==> src/rtl/uart_rx_sniffer.sv <==
// UART receive monitor: 2-FF synchronizer, oversampling 8N1 frame decoder, show-ahead
// byte FIFO and sticky error flags. Define UART_SNIFF_PARITY_EN for 8E1 frames.
module uart_rx_sniffer #(
    parameter int CLK_HZ     = 50000000,
    parameter int BAUD       = 115200,
    parameter int FIFO_DEPTH = 16
) (
    input  logic                        clock,
    input  logic                        reset_n,
    input  logic                        rx,
    input  logic                        rd_en,
    input  logic                        clr,
    output logic [7:0]                  rd_data,
    output logic                        rd_valid,
    output logic [$clog2(FIFO_DEPTH):0] count,
    output logic [7:0]                  last_byte,
    output logic                        frame_err,
    output logic                        parity_err,
    output logic                        overflow
);
    localparam int CPB  = (CLK_HZ + BAUD / 2) / BAUD;
    localparam int HALF = CPB / 2;
    localparam int TW   = $clog2(CPB);
    localparam int AW   = $clog2(FIFO_DEPTH);
    localparam int CW   = AW + 1;
    localparam logic [TW-1:0] T_HALF = TW'(HALF - 1);
    localparam logic [TW-1:0] T_FULL = TW'(CPB - 1);
    localparam logic [CW-1:0] C_FULL = CW'(FIFO_DEPTH);

`ifdef UART_SNIFF_PARITY_EN
    typedef enum logic [2:0] {IDLE, START, DATA, PARITY, STOP, WAIT_HIGH} state_t;
`else
    typedef enum logic [2:0] {IDLE, START, DATA, STOP, WAIT_HIGH} state_t;
`endif

    state_t          state, state_nx;
    logic            rx_meta, rxs, rxs_d, fall, expire;
    logic [TW-1:0]   timer;
    logic [2:0]      bit_idx;
    logic [7:0]      shreg, push_byte;
    logic            push_q, par_fail;
    logic            load_half, load_full, shift_en, push_req, frame_set;
    logic [7:0]      mem [FIFO_DEPTH];
    logic [AW-1:0]   wr_ptr, rd_ptr;
    logic            full, pop, wr, ovf_set;

    // Synchronizer idles high so reset never looks like a start bit
    always_ff @(posedge clock or negedge reset_n) begin
        if (!reset_n) {rx_meta, rxs, rxs_d} <= 3'b111;
        else          {rx_meta, rxs, rxs_d} <= {rx, rx_meta, rxs};
    end

    assign fall   = rxs_d & ~rxs;
    assign expire = (timer == '0);

    always_ff @(posedge clock or negedge reset_n) begin
        if (!reset_n) state <= IDLE;
        else          state <= state_nx;
    end

    always_comb begin
        state_nx = state;
        case (state)
            IDLE:      if (fall) state_nx = START;
            START:     if (expire) state_nx = rxs ? IDLE : DATA;
`ifdef UART_SNIFF_PARITY_EN
            DATA:      if (expire && bit_idx == 3'd7) state_nx = PARITY;
            PARITY:    if (expire) state_nx = STOP;
`else
            DATA:      if (expire && bit_idx == 3'd7) state_nx = STOP;
`endif
            STOP:      if (expire) state_nx = rxs ? IDLE : WAIT_HIGH;
            WAIT_HIGH: if (rxs) state_nx = IDLE;
            default:   state_nx = IDLE;
        endcase
    end

`ifdef UART_SNIFF_PARITY_EN
    logic par_set;
`endif

    always_comb begin
        load_half = 1'b0;
        load_full = 1'b0;
        shift_en  = 1'b0;
        push_req  = 1'b0;
        frame_set = 1'b0;
`ifdef UART_SNIFF_PARITY_EN
        par_set   = 1'b0;
`endif
        case (state)
            IDLE:  load_half = fall;
            START: load_full = expire & ~rxs;
            DATA: begin
                load_full = expire;
                shift_en  = expire;
            end
`ifdef UART_SNIFF_PARITY_EN
            PARITY: begin
                load_full = expire;
                par_set   = expire & (^shreg ^ rxs);
            end
`endif
            STOP: begin
                push_req  = expire & rxs & ~par_fail;
                frame_set = expire & ~rxs;
            end
            default: ;
        endcase
    end

    always_ff @(posedge clock or negedge reset_n) begin
        if (!reset_n) begin
            timer     <= '0;
            bit_idx   <= '0;
            shreg     <= '0;
            push_q    <= 1'b0;
            push_byte <= '0;
        end else begin
            if (load_half)      timer <= T_HALF;
            else if (load_full) timer <= T_FULL;
            else if (!expire)   timer <= timer - 1'b1;
            if (load_half)      bit_idx <= '0;
            else if (shift_en)  bit_idx <= bit_idx + 1'b1;
            if (shift_en)       shreg <= {rxs, shreg[7:1]};
            push_q <= push_req;
            if (push_req)       push_byte <= shreg;
        end
    end

`ifdef UART_SNIFF_PARITY_EN
    always_ff @(posedge clock or negedge reset_n) begin
        if (!reset_n) begin
            par_fail   <= 1'b0;
            parity_err <= 1'b0;
        end else begin
            if (load_half)    par_fail <= 1'b0;
            else if (par_set) par_fail <= 1'b1;
            parity_err <= par_set | (parity_err & ~clr);
        end
    end
`else
    assign par_fail   = 1'b0;
    assign parity_err = 1'b0;
`endif

    // A pop in the push cycle frees the slot the new byte lands in
    assign full    = (count == C_FULL);
    assign pop     = rd_en & rd_valid;
    assign wr      = push_q & (~full | pop);
    assign ovf_set = push_q & full & ~pop;

    always_ff @(posedge clock) begin
        if (wr) mem[wr_ptr] <= push_byte;
    end

    always_ff @(posedge clock or negedge reset_n) begin
        if (!reset_n) begin
            wr_ptr    <= '0;
            rd_ptr    <= '0;
            count     <= '0;
            last_byte <= 8'h00;
            frame_err <= 1'b0;
            overflow  <= 1'b0;
        end else begin
            if (wr) begin
                wr_ptr    <= wr_ptr + 1'b1;
                last_byte <= push_byte;
            end
            if (pop) rd_ptr <= rd_ptr + 1'b1;
            case ({wr, pop})
                2'b10:   count <= count + 1'b1;
                2'b01:   count <= count - 1'b1;
                default: ;
            endcase
            frame_err <= frame_set | (frame_err & ~clr);
            overflow  <= ovf_set | (overflow & ~clr);
        end
    end

    assign rd_valid = (count != '0);
    assign rd_data  = mem[rd_ptr];
endmodule

==> config.mk <==
export PLATFORM = sky130hd
export DESIGN_NAME = uart_rx_sniffer
export DESIGN_NICKNAME = d
export VERILOG_FILES = /design/src/rtl/uart_rx_sniffer.sv
export SDC_FILE = /design/constraint.sdc
export NUM_CORES = 1
export LEC_CHECK = 0
export BUFFER_PORTS_ARGS = -buffer_cell sky130_fd_sc_hd__buf_2
export CORE_MARGIN = 2
export CORE_UTILIZATION = 30
export CTS_CLUSTER_DIAMETER = 120
export DETAILED_ROUTE_END_ITERATION = 10
export REMOVE_ABC_BUFFERS = 1
export SLEW_MARGIN = 30
export SYNTH_ARGS = -nofsm -noshare
export SYNTH_HDL_FRONTEND = slang
export SYNTH_SLANG_ARGS = --single-unit
export TNS_END_PERCENT = 50
==> constraint.sdc <==
create_clock -name clock -period 3.1 [get_ports clock]
set_clock_uncertainty 0.05 [all_clocks]
set_input_delay 0.31 -clock clock [delete_from_list [all_inputs] [get_ports clock]]
set_output_delay 0.31 -clock clock [all_outputs]
set_load 0.05 [all_outputs]
# --- Yosys cells after proc, flatten, opt, wreduce, memory -nomap -nowiden ---
# Memories as Yosys holds them, arrays and structs flattened.
# Index checks and enable logic that the tools add are counted.
totals:
  ff_bits: 58
  mem_bits_rw: 128
  input_bits: 5
  out_inout_bits: 25
  wordCells: 80
  mem_count: 1
memory_table:
  columns: ["name", "depth", "width", "read_ports", "rd_clocked_by_memory_dff", "wr", "line_no", "text"]
  rows:
  - ["mem", 16, 8, 1, 0, 1, "43", "logic [7:0] mem [FIFO_DEPTH];"]
op_classes:
  n_addsub: 6
  eq_ne: 14
  muxes: 21
  bitwise: 16
  n_reduce_logical: 7
ops:
  columns: ["op", "n"]
  rows:
  - ["two-way mux 9 bit", 3]
  - ["two-way mux 3 bit", 8]
  - ["case mux 3 bit (5 select lines)", 1]
  - ["inequality test 2 bit (second input constant)", 5]
  - ["case mux 5 bit (2 select lines)", 1]
  - ["bitwise AND 1 bit", 9]
  - ["logical NOT 9 bit", 1]
  - ["subtractor 9 x 1 -> 9 bit (second input constant)", 1]
  - ["adder 4 x 1 -> 4 bit (second input constant)", 2]
  - ["== test 3 x 2 -> 1 bit (second input constant)", 2]
  - ["== test 3 bit (second input constant)", 2]
  - ["two-way mux 1 bit", 6]
  - ["adder 5 x 1 -> 5 bit (second input constant)", 1]
  - ["== test 5 bit (second input constant)", 1]
  - ["AND reduction 5 bit", 1]
  - ["nonzero test 5 bit", 1]
  - ["subtractor 5 x 1 -> 5 bit (second input constant)", 1]
  - ["NOT 1 bit", 4]
  - ["nonzero test 2 bit", 2]
  - ["adder 3 x 1 -> 3 bit (second input constant)", 1]
  - ["== test 3 x 1 -> 1 bit (second input constant)", 1]
  - ["logical NOT 3 bit", 1]
  - ["inequality test 3 x 1 -> 1 bit (second input constant)", 1]
  - ["bitwise OR 1 bit", 3]
  - ["other kinds (5)", 5]

# --- Longest topological paths before layout ---
depth:
  word_depth: 6
  mapped_depth: 8

# --- Worst setup path after synthesis ---
# No wires, ideal clock.
synth_timing:
  kind: "reg2reg"
  start: "register count[2]"
  end: "memory mem[3][0] (enable)"
  setup_time_ns: 0.383
  arrival_time_ns: 2.554
  required_time_ns: 2.667
  slack_ns: 0.112
  path_stages_with_launch: 8
  period_less_slack_ns: 2.988
  cell_sequence: "dfrtp_1 -> clkbuf_1 -> or4_1 -> o31a_1 -> clkbuf_1 -> clkbuf_1 -> nand2_1 -> nor3_1"
synth_via:
  elab_chain_cells: 6
  word_cells_on_any_way: 8
  cone_classes: "1 x eq/ne; 2 x mux; 4 x bitwise; 1 x reduce/logical"
synth_rtl:
  columns: ["item", "line_no", "text"]
  rows:
  - ["start: declaration", "15", "output logic [$clog2(FIFO_DEPTH):0] count,"]
  - ["start signal: assignment", "172", "2'b10: count <= count + 1'b1;"]
  - ["start signal: assignment", "173", "2'b01: count <= count - 1'b1;"]
  - ["nonzero test 5 bit or == test 5 bit (tied branches)", "181, 148", null]
  - ["bitwise AND 1 bit or NOT 1 bit (tied branches)", "149, 150", null]
  - ["bitwise OR 1 bit (*)", "150", "assign wr = push_q & (~full | pop);"]
  - ["bitwise AND 1 bit (*)", "150", null]
  - ["two-way mux 1 bit (*)", "154", "if (wr) mem[wr_ptr] <= push_byte;"]
  - ["two-way mux 1 bit (implied by the code) (*)", "154", null]
  - ["end: declaration", "43", null]
# Mark *: on every way between the ends. The rest lies on a longest branch, timed or not.

# --- Worst setup path in the final report ---
layout_timing:
  start: "register rd_ptr[0]"
  end: "output port rd_data[2]"
layout_via:
  elab_chain_cells: 1
layout_rtl:
  columns: ["item", "line_no", "text"]
  rows:
  - ["start: declaration", "44", "logic [AW-1:0] wr_ptr, rd_ptr;"]
  - ["start signal: assignment", "170", "if (pop) rd_ptr <= rd_ptr + 1'b1;"]
  - ["memory read (16 x 8 bit)", null, null]
  - ["end: declaration", "13", "output logic [7:0] rd_data,"]
# No other way between the ends.

==> out/results.ini <==
[run_status]
status=completed

[cts]
clock_latency_ns=0.42
cts_setup_buffers=0
clk_path_buf_depth=2
root_buffer=clkbuf_16
cts_buffers=17
cts_tree=yes
path_clk_slew_ns=0.06
cts_sinks=186
h-tree-depth=4

[setup_path]
cp_slowest_stage_delay_ns=0.62
rr_startpoint=timer[0]
cp_common_cell=mux4_2
worst-endpoint-arrival_ns=2.51
path_max_fanout=16
end_kind=output port
path_cells=buf_4 > mux4_2 > mux4_2 > buf_2
crit_path_start_kind=flip-flop
crit_required_ns=2.74
rr_worst_depth=6
crit-reg2reg-capture=push_byte[5]
r2r_setup_slack_ns=0.43
cp_slowest_cell=dfrtp_4
crit_type=flip-flop to output port

[sta]
setup_viol=0
grt_setup_unrepaired=false
hold_viol_final=0
worst_slack_ns=0.226
setup_tns_ns=0
whs_ns=0.0356
fin_crit_ns=2.87
report.final.slew_viol_count=0
max_freq_ghz=0.348
worst_slew_pin_slew_ns=0.835
relSlewSlack=0.443
min_period_over_period=0.927

[logic_synthesis]
netlist-cell-type-count=46
synthCells=431
yosys_most_used_dff=edfxtp_1
synth-edff-count=128
avgSynthCellArea_um2=17.6
synthMuxAreaShare=0.164
synth_compound_area_frac=0.0285
yosys.area_share.simple=0.0643
ys_seq_area_frac=0.699
synth_top_family_by_area=multiplexers
synth-adder-area-share=0.0148
ys_top_cells_by_area=edfxtp_1 51%, dfrtp_1 18%, mux4_2 12%, mux2_2 2.8%, mux2_4 1.6%
syn_area_um2=7580
async_reset_ff_frac=0.312
synth_top_area_share=0.507
synth-seq-cells=186
synth.largest_area_cell=edfxtp_1
yosys_warnings=0
synthXorXnorAreaFrac=0.0127

[finish]
n_fill_cell=2351
post_route_cells_drive_above_1_share=0.315
multi_input_area_um2=2170
fin_util=0.352
layout_common_cells=128 x edfxtp_1, 54 x dfrtp_1, 40 x mux4_2
syn_to_final_growth_pct=15.9
nNetsFinal=494
final_common_cell=edfxtp_1
ff_latch_area_um2=5300
antenna_cells=0

[grt]
grt_pass1_wl_mm=23.0
grt_use_total=0.117
grt_pass1_vias=3991
overflow=0
grt_max_degree=39
antenna_found_initial=0

[die]
fp.coreArea_um2=25000
die_y_um=163
die_area_um2=26600
start_util=0.304
io_pins=30
die_x_um=163
core.rowCount=58

[job]
cap_violations=0

[hold_path]
hold_start=clr
whs_endpoint=frame_err
hold_class=input port to flip-flop
hold_depth=2

[detailed_routing]
viasPerCell=4.85
vias=3983
drt-initial-drc-count=248
drc_errors=0
wl_per_cell_um=18.1
first_pass_iters=4
ant_nets=0
wl_mm=14.9

[placement]
preCtsSetupSlack_ns=0.444
dp_hpwl_mm=9.79
place_congestion=0.795
portBuffers=28

[power]
leakagePower_nw=3.04
power_density_nw_per_um2=791
peakVddDrop_v=0.000777
power_mw=6.96

## routing by layer
layer | vias to the layer above | share of wire | GRT usage
met5 | - | 0 | 0
met4 | 0 | 0.0075 | 0.0229
met3 | 10 | 0.052 | 0.0331
met2 | 104 | 0.48 | 0.184
met1 | 2085 | 0.46 | 0.163
li1 | 1784 | - | -
## kinds of logic after synthesis
group,Yosys count
AO/OA/AOI/OAI,33
XOR/XNOR,11
adder cells (fa/ha/maj),9
buffers and inverters,29
flip-flops,186
multiplexers,68
other,1
AND/OR/NAND/NOR,94
## Yosys cell counts (2+ instances only)
cell type  count
a21boi_0       2
a21oi_1        7
a22oi_1        2
a2bb2oi_1      2
and2_1         2
buf_1          6
buf_2          2
clkbuf_1      11
dfrtp_1       55
dfstp_2        3
edfxtp_1     128
ha_1           9
inv_1          8
mux2_2        19
mux2_4         8
mux4_2        40
nand2_1       26
nand2b_1       7
nand3_1        6
nand4_1        3
nand4b_1       2
nor2_1        17
nor2b_1        2
nor3_1         9
nor3b_1        2
nor4_1         4
o211ai_1       3
o21ai_0        8
o31ai_1        4
or3_1          5
or3b_2         4
or4_1          2
xnor2_1       10
## critical path: cells and delay by family, from the launching register on
family | cells | cell delay, ns
mux | 2 | 1.02
flops | 1 | 0.62
buf+inv | 2 | 0.45
## flip-flops by register name (all words and copies together) (netlist names)
register / flops
state: 3
count: 5
shreg: 8
mem: 128
rx_meta: 1
rxs_d: 1
push_byte: 8
wr_ptr: 4
overflow: 1
bit_idx: 3
push_q: 1
rd_ptr: 4
frame_err: 1
last_byte: 8
timer: 9
rxs: 1
## metrics by stage
stage	instance area (µm²)	cells
floorplan	7490	410
global placement	8220	789
detailed placement	8220	789
CTS	8790	822
global route	8790	822
finish	8790	822
## area by class of cell
type	instances	share of cell area
clock inverter	14	0.0139
clock buffer	17	0.0484
inverter	8	0.00342
multi-input combinational	216	0.247
timing repair buffer	51	0.0376
sequential	186	0.603
tap	330	0.0470
## where the power goes
part	switching (mW)	internal, mW	total [mW]
clock	0.909	1.10	2.01
combinational	1.02	0.842	1.87
sequential	0.312	2.77	3.08
## timing repair
action | CTS | global route
hold buffers | 2 | 0
endpoints found under the hold margin | 38 | 0
setup endpoints to repair | 0 | 1
resized for setup | 0 | 1
## worst max path at each step
| stage | start | end | depth (start not counted) |
|---|---|---|---|
| 6_report | rd_ptr[0] | rd_data[2] | 4 |
| 5_1_grt | rd_ptr[0] | rd_data[2] | 4 |
| 4_1_cts | rd_ptr[0] | rd_data[2] | 4 |
| 3_5_place_dp | timer[0] | push_byte[1] | 6 |
| 3_3_place_gp | timer[0] | push_byte[7] | 6 |
| 2_1_floorplan | rd_ptr[0] | rd_data[0] | 2 |
Power figures use the tool's default switching activity.
